### src/rtl/nios2_oci_dct_pkg.sv
// rtl/nios2_oci_dct_pkg.sv - shared state encoding and default geometry for the DCT trace collector
package nios2_oci_dct_pkg;

  localparam int DCT_SLOT_W = 10;
  localparam int DCT_SLOTS  = 3;
  localparam int DCT_CNT_W  = 4;

  typedef enum logic [1:0] {
    ST_CAPTURE = 2'd0,
    ST_DRAIN   = 2'd1,
    ST_DONE    = 2'd2
  } dct_state_e;

endpackage

### src/rtl/nios2_oci_dct_slot_fifo.sv
// rtl/nios2_oci_dct_slot_fifo.sv - show-ahead slot FIFO, up to SLOTS writes and one read per cycle
module nios2_oci_dct_slot_fifo #(
  parameter int SLOT_W = 10,
  parameter int SLOTS  = 3,
  parameter int DEPTH  = 16,
  parameter int CW     = $clog2(SLOTS + 1),
  parameter int LVL_W  = $clog2(DEPTH + 1)
) (
  input  logic                     clk,
  input  logic                     reset,
  input  logic                     flush,
  input  logic [CW-1:0]            wr_cnt,
  input  logic [SLOT_W*SLOTS-1:0]  wr_data,
  input  logic                     rd_en,
  output logic [SLOT_W-1:0]        rd_data,
  output logic [LVL_W-1:0]         level
);

  localparam int PTR_W = $clog2(DEPTH);

  logic [SLOT_W-1:0] mem [DEPTH];
  logic [PTR_W-1:0]  wr_ptr;
  logic [PTR_W-1:0]  rd_ptr;

  // Slots 0..wr_cnt-1 land at consecutive addresses starting at wr_ptr; pointers wrap naturally.
  always_ff @(posedge clk) begin
    if (!reset && !flush) begin
      for (int i = 0; i < SLOTS; i++) begin
        if (i < int'(wr_cnt)) begin
          mem[wr_ptr + PTR_W'(i)] <= wr_data[i*SLOT_W +: SLOT_W];
        end
      end
    end
  end

  // Pointer and occupancy bookkeeping; flush empties the FIFO without touching storage.
  always_ff @(posedge clk) begin
    if (reset || flush) begin
      wr_ptr <= '0;
      rd_ptr <= '0;
      level  <= '0;
    end else begin
      wr_ptr <= wr_ptr + PTR_W'(wr_cnt);
      if (rd_en) begin
        rd_ptr <= rd_ptr + PTR_W'(1);
      end
      level <= level + LVL_W'(wr_cnt) - LVL_W'(rd_en);
    end
  end

  assign rd_data = mem[rd_ptr];

endmodule

### src/rtl/nios2_oci_dct_trace_collector.sv
// rtl/nios2_oci_dct_trace_collector.sv - unpacks DCT frames into a slot FIFO and streams them out
module nios2_oci_dct_trace_collector
  import nios2_oci_dct_pkg::*;
#(
  parameter int SLOT_W = DCT_SLOT_W,
  parameter int SLOTS  = DCT_SLOTS,
  parameter int CNT_W  = DCT_CNT_W,
  parameter int DEPTH  = 16,
  parameter int STAT_W = 16
) (
  input  logic                     clk,
  input  logic                     reset,
  input  logic [SLOT_W*SLOTS-1:0]  dct_buffer,
  input  logic [CNT_W-1:0]         dct_count,
  input  logic                     dct_valid,
  input  logic                     test_ending,
  input  logic                     test_has_ended,
  output logic [SLOT_W-1:0]        trace_data,
  output logic                     trace_valid,
  input  logic                     trace_ready,
  output logic [STAT_W-1:0]        frames_captured,
  output logic [STAT_W-1:0]        slots_dropped,
  output logic                     overflow,
  output logic                     count_err,
  output logic                     drain_done
);

  localparam int CW    = $clog2(SLOTS + 1);
  localparam int LVL_W = $clog2(DEPTH + 1);

  dct_state_e        state;
  dct_state_e        state_nxt;
  logic              cnt_over;
  logic [CW-1:0]     eff_cnt;
  logic [LVL_W-1:0]  level;
  logic [LVL_W-1:0]  free;
  logic              sample;
  logic              accept;
  logic              reject;
  logic [CW-1:0]     push_cnt;
  logic              pop;
  logic              flush;
  logic [SLOT_W-1:0] rd_data;
  logic [STAT_W:0]   drop_sum;

  // Clamp the advertised slot count to what the frame can physically carry.
  assign cnt_over = dct_count > CNT_W'(SLOTS);
  assign eff_cnt  = cnt_over ? CW'(SLOTS) : CW'(dct_count);

  // Accept whole frames only; a pop in the same cycle is not counted as free space.
  assign free     = LVL_W'(DEPTH) - level;
  assign sample   = (state == ST_CAPTURE) && dct_valid && !test_has_ended && (eff_cnt != '0);
  assign accept   = sample && (free >= LVL_W'(eff_cnt));
  assign reject   = sample && !accept;
  assign push_cnt = accept ? eff_cnt : '0;

  assign trace_valid = (level != '0) && (state != ST_DONE);
  assign pop         = trace_valid && trace_ready;
  assign trace_data  = trace_valid ? rd_data : '0;
  assign flush       = test_has_ended && (state != ST_DONE);
  assign drain_done  = (state == ST_DONE);

  assign drop_sum = {1'b0, slots_dropped} + {{(STAT_W + 1 - CW){1'b0}}, eff_cnt};

  nios2_oci_dct_slot_fifo #(
    .SLOT_W (SLOT_W),
    .SLOTS  (SLOTS),
    .DEPTH  (DEPTH),
    .CW     (CW),
    .LVL_W  (LVL_W)
  ) u_fifo (
    .clk     (clk),
    .reset   (reset),
    .flush   (flush),
    .wr_cnt  (push_cnt),
    .wr_data (dct_buffer),
    .rd_en   (pop),
    .rd_data (rd_data),
    .level   (level)
  );

  // Next state: abort wins over ending; DRAIN finishes once the last slot leaves.
  always_comb begin
    state_nxt = state;
    if (test_has_ended) begin
      state_nxt = ST_DONE;
    end else begin
      case (state)
        ST_CAPTURE: if (test_ending) state_nxt = ST_DRAIN;
        ST_DRAIN:   if ((level == '0) || ((level == LVL_W'(1)) && pop)) state_nxt = ST_DONE;
        default:    state_nxt = ST_DONE;
      endcase
    end
  end

  // State register.
  always_ff @(posedge clk) begin
    if (reset) begin
      state <= ST_CAPTURE;
    end else begin
      state <= state_nxt;
    end
  end

  // Saturating statistics and sticky error flags.
  always_ff @(posedge clk) begin
    if (reset) begin
      frames_captured <= '0;
      slots_dropped   <= '0;
      overflow        <= 1'b0;
      count_err       <= 1'b0;
    end else begin
      if (accept && (frames_captured != '1)) begin
        frames_captured <= frames_captured + STAT_W'(1);
      end
      if (reject) begin
        slots_dropped <= drop_sum[STAT_W] ? '1 : drop_sum[STAT_W-1:0];
        overflow      <= 1'b1;
      end
      if ((state == ST_CAPTURE) && dct_valid && !test_has_ended && cnt_over) begin
        count_err <= 1'b1;
      end
    end
  end

endmodule
### config.mk
export PLATFORM = sky130hd
export DESIGN_NAME = nios2_oci_dct_trace_collector
export DESIGN_NICKNAME = d
export VERILOG_FILES = /design/src/rtl/nios2_oci_dct_pkg.sv /design/src/rtl/nios2_oci_dct_slot_fifo.sv /design/src/rtl/nios2_oci_dct_trace_collector.sv
export SDC_FILE = /design/constraint.sdc
export NUM_CORES = 1
export LEC_CHECK = 0
export CAP_MARGIN = 20
export CORE_AREA = 2 2 155 157
export CTS_BUF_LIST = sky130_fd_sc_hd__clkbuf_16
export DETAILED_ROUTE_END_ITERATION = 7
export DIE_AREA = 0 0 157 159
export DONT_BUFFER_PORTS = 1
export PLACE_DENSITY = 0.78
export RECOVER_POWER = 25
export SLEW_MARGIN = 0
export SYNTH_ARGS = -nofsm -noshare
export SYNTH_HDL_FRONTEND = slang
export SYNTH_SLANG_ARGS = --single-unit
### constraint.sdc
create_clock -name clk -period 4.8 [get_ports clk]
set_input_delay 1.44 -clock clk [delete_from_list [all_inputs] [get_ports clk]]
set_output_delay 1.44 -clock clk [all_outputs]
set_load 0.01 [all_outputs]
==> metrics.md, run 1 <==
| Metric | Value |
|---|---|
| Routed vias/inst | `6.862` |
| Min-Delay Path Class | `flop to flop` |
| Met2 routed WL | `18470 um` |
| Fin crit period | `4.395 ns` |
| Fillers | `about 1.8k` |
| # rows | `56` |
| Num ports | `86` |
| Final Core Density | `0.6126` |
| CTS resizes | `0` |
| Setup crit start kind | `primary input` |
| Cell Area, Placed | `between 10000 and 15000 um2` |
| Pint | `0.003630 W` |
| Distinct cells, synth | `74` |
| Initial antenna violation count | `1` |
| Top FF cell, synth | `edfxtp_1` |
| Worst-Skew Late Latency | `0.53 ns` |
| TritonCTS clock tree | `built` |
| Commonest non-fill, non-tap cells in the layout | `193 x nor2_1, 160 x edfxtp_1, 158 x a21oi_1, 119 x mux2i_1, 62 x nand2_1` |
| Htree depth | `1` |
| Slew headroom | `-0.1187` |
| Sequential share of power | `0.409` |
| Clock sinks | `213` |
| TritonRoute pass-1 iters | `6` |
| Detailed Place HPWL | `approximately 28000 um` |
| CP Class | `primary input to flop` |
| Number of global-route vias before repair | `10.13k` |
| PD cells | `357.9 nW/um2` |
| Beginning of the critical path | `test_has_ended` |
| Final setup vio count | `0` |
| Syn Area/Cell | `10.28 um2` |
| Switching Share | `0.2859` |
| PortBufs | `0` |
| Cts-stage hold buffer count | `0` |
| Die area | `24960 um2` |
| R2R Setup Slk | `0.89 ns` |
| Max Freq | `227.5 MHz` |
| Drt total wl | `41540 um` |
| Post-Syn Instances | `1288` |
| Detail Route met3 WL | `5517 um` |
| Fin area | `approximately 14000 um2` |
| Crit-path max FO | `10` |
| Seq/Total Area, Yosys | `0.4430` |
| Total power | `0.005084 W` |
| Clk pin slew, worst setup/hold paths | `0.06 ns` |
| Die Wd | `157 um` |
| Power share of the combinational group | `0.201` |
| DR top layer | `met4` |
| Final nets | `roughly 1.3k` |
| WL met1 | `15070 um` |
| Cts bufs inserted | `24` |
| CP arrival | `4.66 ns` |
| Synth warn | `0` |
| FF-to-FF Start | `u_fifo.level[3]` |
| Longest Clk Path Bufs | `3` |
| Largest net degree at the start of global routing | `between 40 and 50` |
| Global-route wire length before repair | `a little over 60000 um` |
| DR iter-0 viols | `1578` |
| Syn Nets | `1350` |
| DRC | `0` |
| Clock skew | `roughly 0.0076 ns` |
| Share of layout cells above drive strength 1 | `0.1345` |
| Pin slew with the least headroom to its limit | `roughly 1.7 ns` |
| Final Max Slew Viols | `6` |
| WL/cell | `26.49 um` |
| Root Buffer Master | `clkbuf_16` |
| Number of max-cap violations | `1` |
| CP Data Required Time | `5.07 ns` |
| Worst VDD drop | `0.2550 mV` |
| Hold_sp | `count_err` |
| Register bit total from synthesis | `213` |
| Final Cycle Share | `0.9157` |
| P_sw | `~0.0015 W` |
| Violated checks | `capacitance limit, slew limit` |
| Post-Route Setup TNS | `0 ns` |
| Lkg Pwr | `approximately 5.5 nW` |
| Via count | `10.76k` |
| Diode count | `0` |
| Area delta synth->final | `7.305%` |
| Postcts setup bufs | `0` |
| Core area | `23190 um2` |
| Mapped cell area | `about 13000 um2` |
| Clk network pwr share | `0.390` |
| Post-route ant nets | `0` |
| Commonest non-fill, non-tap cell in the layout | `nor2_1` |
| RePlAce Congestion | `about 1.1` |
| Fraction of registers with async set or reset after synthesis | `0` |
| Die Height | `159 um` |
| RSZ-0062 raised after global routing | `no` |
| Grt ovf | `0` |
| Post-synth EDFFs | `160` |
| Final Hold Vio Count | `0` |
| Status | `finished, violations left` |
| Initial cell density of the core | `0.5709` |
| Worst Setup End Kind | `flop` |
| GRT Overall Usage | `0.3290` |
[layer usage]
metal	GRT usage	vias to the layer above
met2	0.4954	851
li1	-	4637
met5	0	-
met4	0.1776	0
met1	0.4396	5142
met3	0.07948	130
[final cells by class]
type,count,area [um2],area share
multi-input combinational,921,6653,0.4683
sequential,213,5868,0.4130
clock buffer,27,675.6,0.04756
tap,319,399.1,0.02809
timing repair buffer,47,347.8,0.02448
clock inverter,17,173.9,0.01224
inverter,24,90.09,0.006341
[cell families after synthesis]
group / count (synthesis) / share of synthesized area
muxes: 170 / 0.1759
AOI/OAI and AO/OA: 253 / 0.1185
and+or+nand+nor: 442 / 0.1653
DFF: 213 / 0.4430
xor gates and xnor gates: 34 / 0.02249
buffers and inverters: 154 / 0.05235
adders and majority gates: 22 / 0.02249
[cell usage after synthesis, drive strengths merged (6+ instances only)]
library cell,number,area share
or4,6,0.0034
a21oi,158,0.060
inv,24,0.0068
or3,6,0.0032
xor2,16,0.011
nor2,195,0.056
a32oi,20,0.013
nor3,19,0.012
and3,20,0.0098
nor4,6,0.0033
clkbuf,67,0.019
buf,63,0.027
nor2b,6,0.0028
dfxtp,53,0.080
nand4,23,0.011
xnor2,18,0.012
mux2i,119,0.090
mux4,50,0.085
o21ai,15,0.0065
o21a,10,0.0057
and2,21,0.010
nand2,68,0.020
a22oi,10,0.0057
ha,19,0.018
o211ai,16,0.0091
edfxtp,160,0.36
nand3,58,0.022
nand2b,6,0.0034
[per-stage QoR]
step	std cells	setup slack, ns	hold WS (ns)
floorplan	1288	0.02546	0.4696
global placement	1523	0.3289	0.4773
detailed placement	1523	0.2903	0.4794
CTS	1567	0.5003	0.4897
global route	1568	0.3507	0.5134
finish	1568	0.4047	0.4897
[path summary, 6_finish.rpt]
path                           end  depth (start not counted)
setup reg to reg   u_fifo.level[4]                         15
setup / recovery  u_fifo.mem[1][3]                          7
hold / removal           count_err                          2
hold reg to reg          count_err                          2
[flip-flops by register name (all words and copies together) (netlist names), named ones only]
register         flops
state                2
slots_dropped       16
u_fifo.mem         160
count_err            1
u_fifo.level         5
frames_captured     16
overflow             1
u_fifo.rd_ptr        4
u_fifo.wr_ptr        4
[worst max-delay path, cell delays in order]
cell and delay (ns):
nor4b_1 1.30, o21ai_4 0.38, nor3_1 0.69, nand4_1 0.20, clkbuf_2 0.33, mux2i_1 0.23
a21oi_1 0.08
[power groups by stage]
stage,Sequential [W],Combinational [W],Clock [W]
2_1_floorplan,0.00209,0.000850,0
3_3_place_gp,0.00212,0.000995,0
3_5_place_dp,0.00212,0.00102,0
4_1_cts,0.00208,0.00103,0.00199
5_1_grt,0.00208,0.00110,0.00207
6_report,0.00208,0.00102,0.00198
No activity file was read; power rests on OpenSTA's default activity.
==> inputs of run 2 (changes only) <==
--- a/config.mk
+++ b/config.mk
@@ -13,7 +13,6 @@
 export DONT_BUFFER_PORTS = 1
 export PLACE_DENSITY = 0.78
 export RECOVER_POWER = 25
-export SLEW_MARGIN = 0
 export SYNTH_ARGS = -nofsm -noshare
 export SYNTH_HDL_FRONTEND = slang
 export SYNTH_SLANG_ARGS = --single-unit
==> results of run 2 <==
No change in the layout: final DEF, timing and power equal those of run 1.
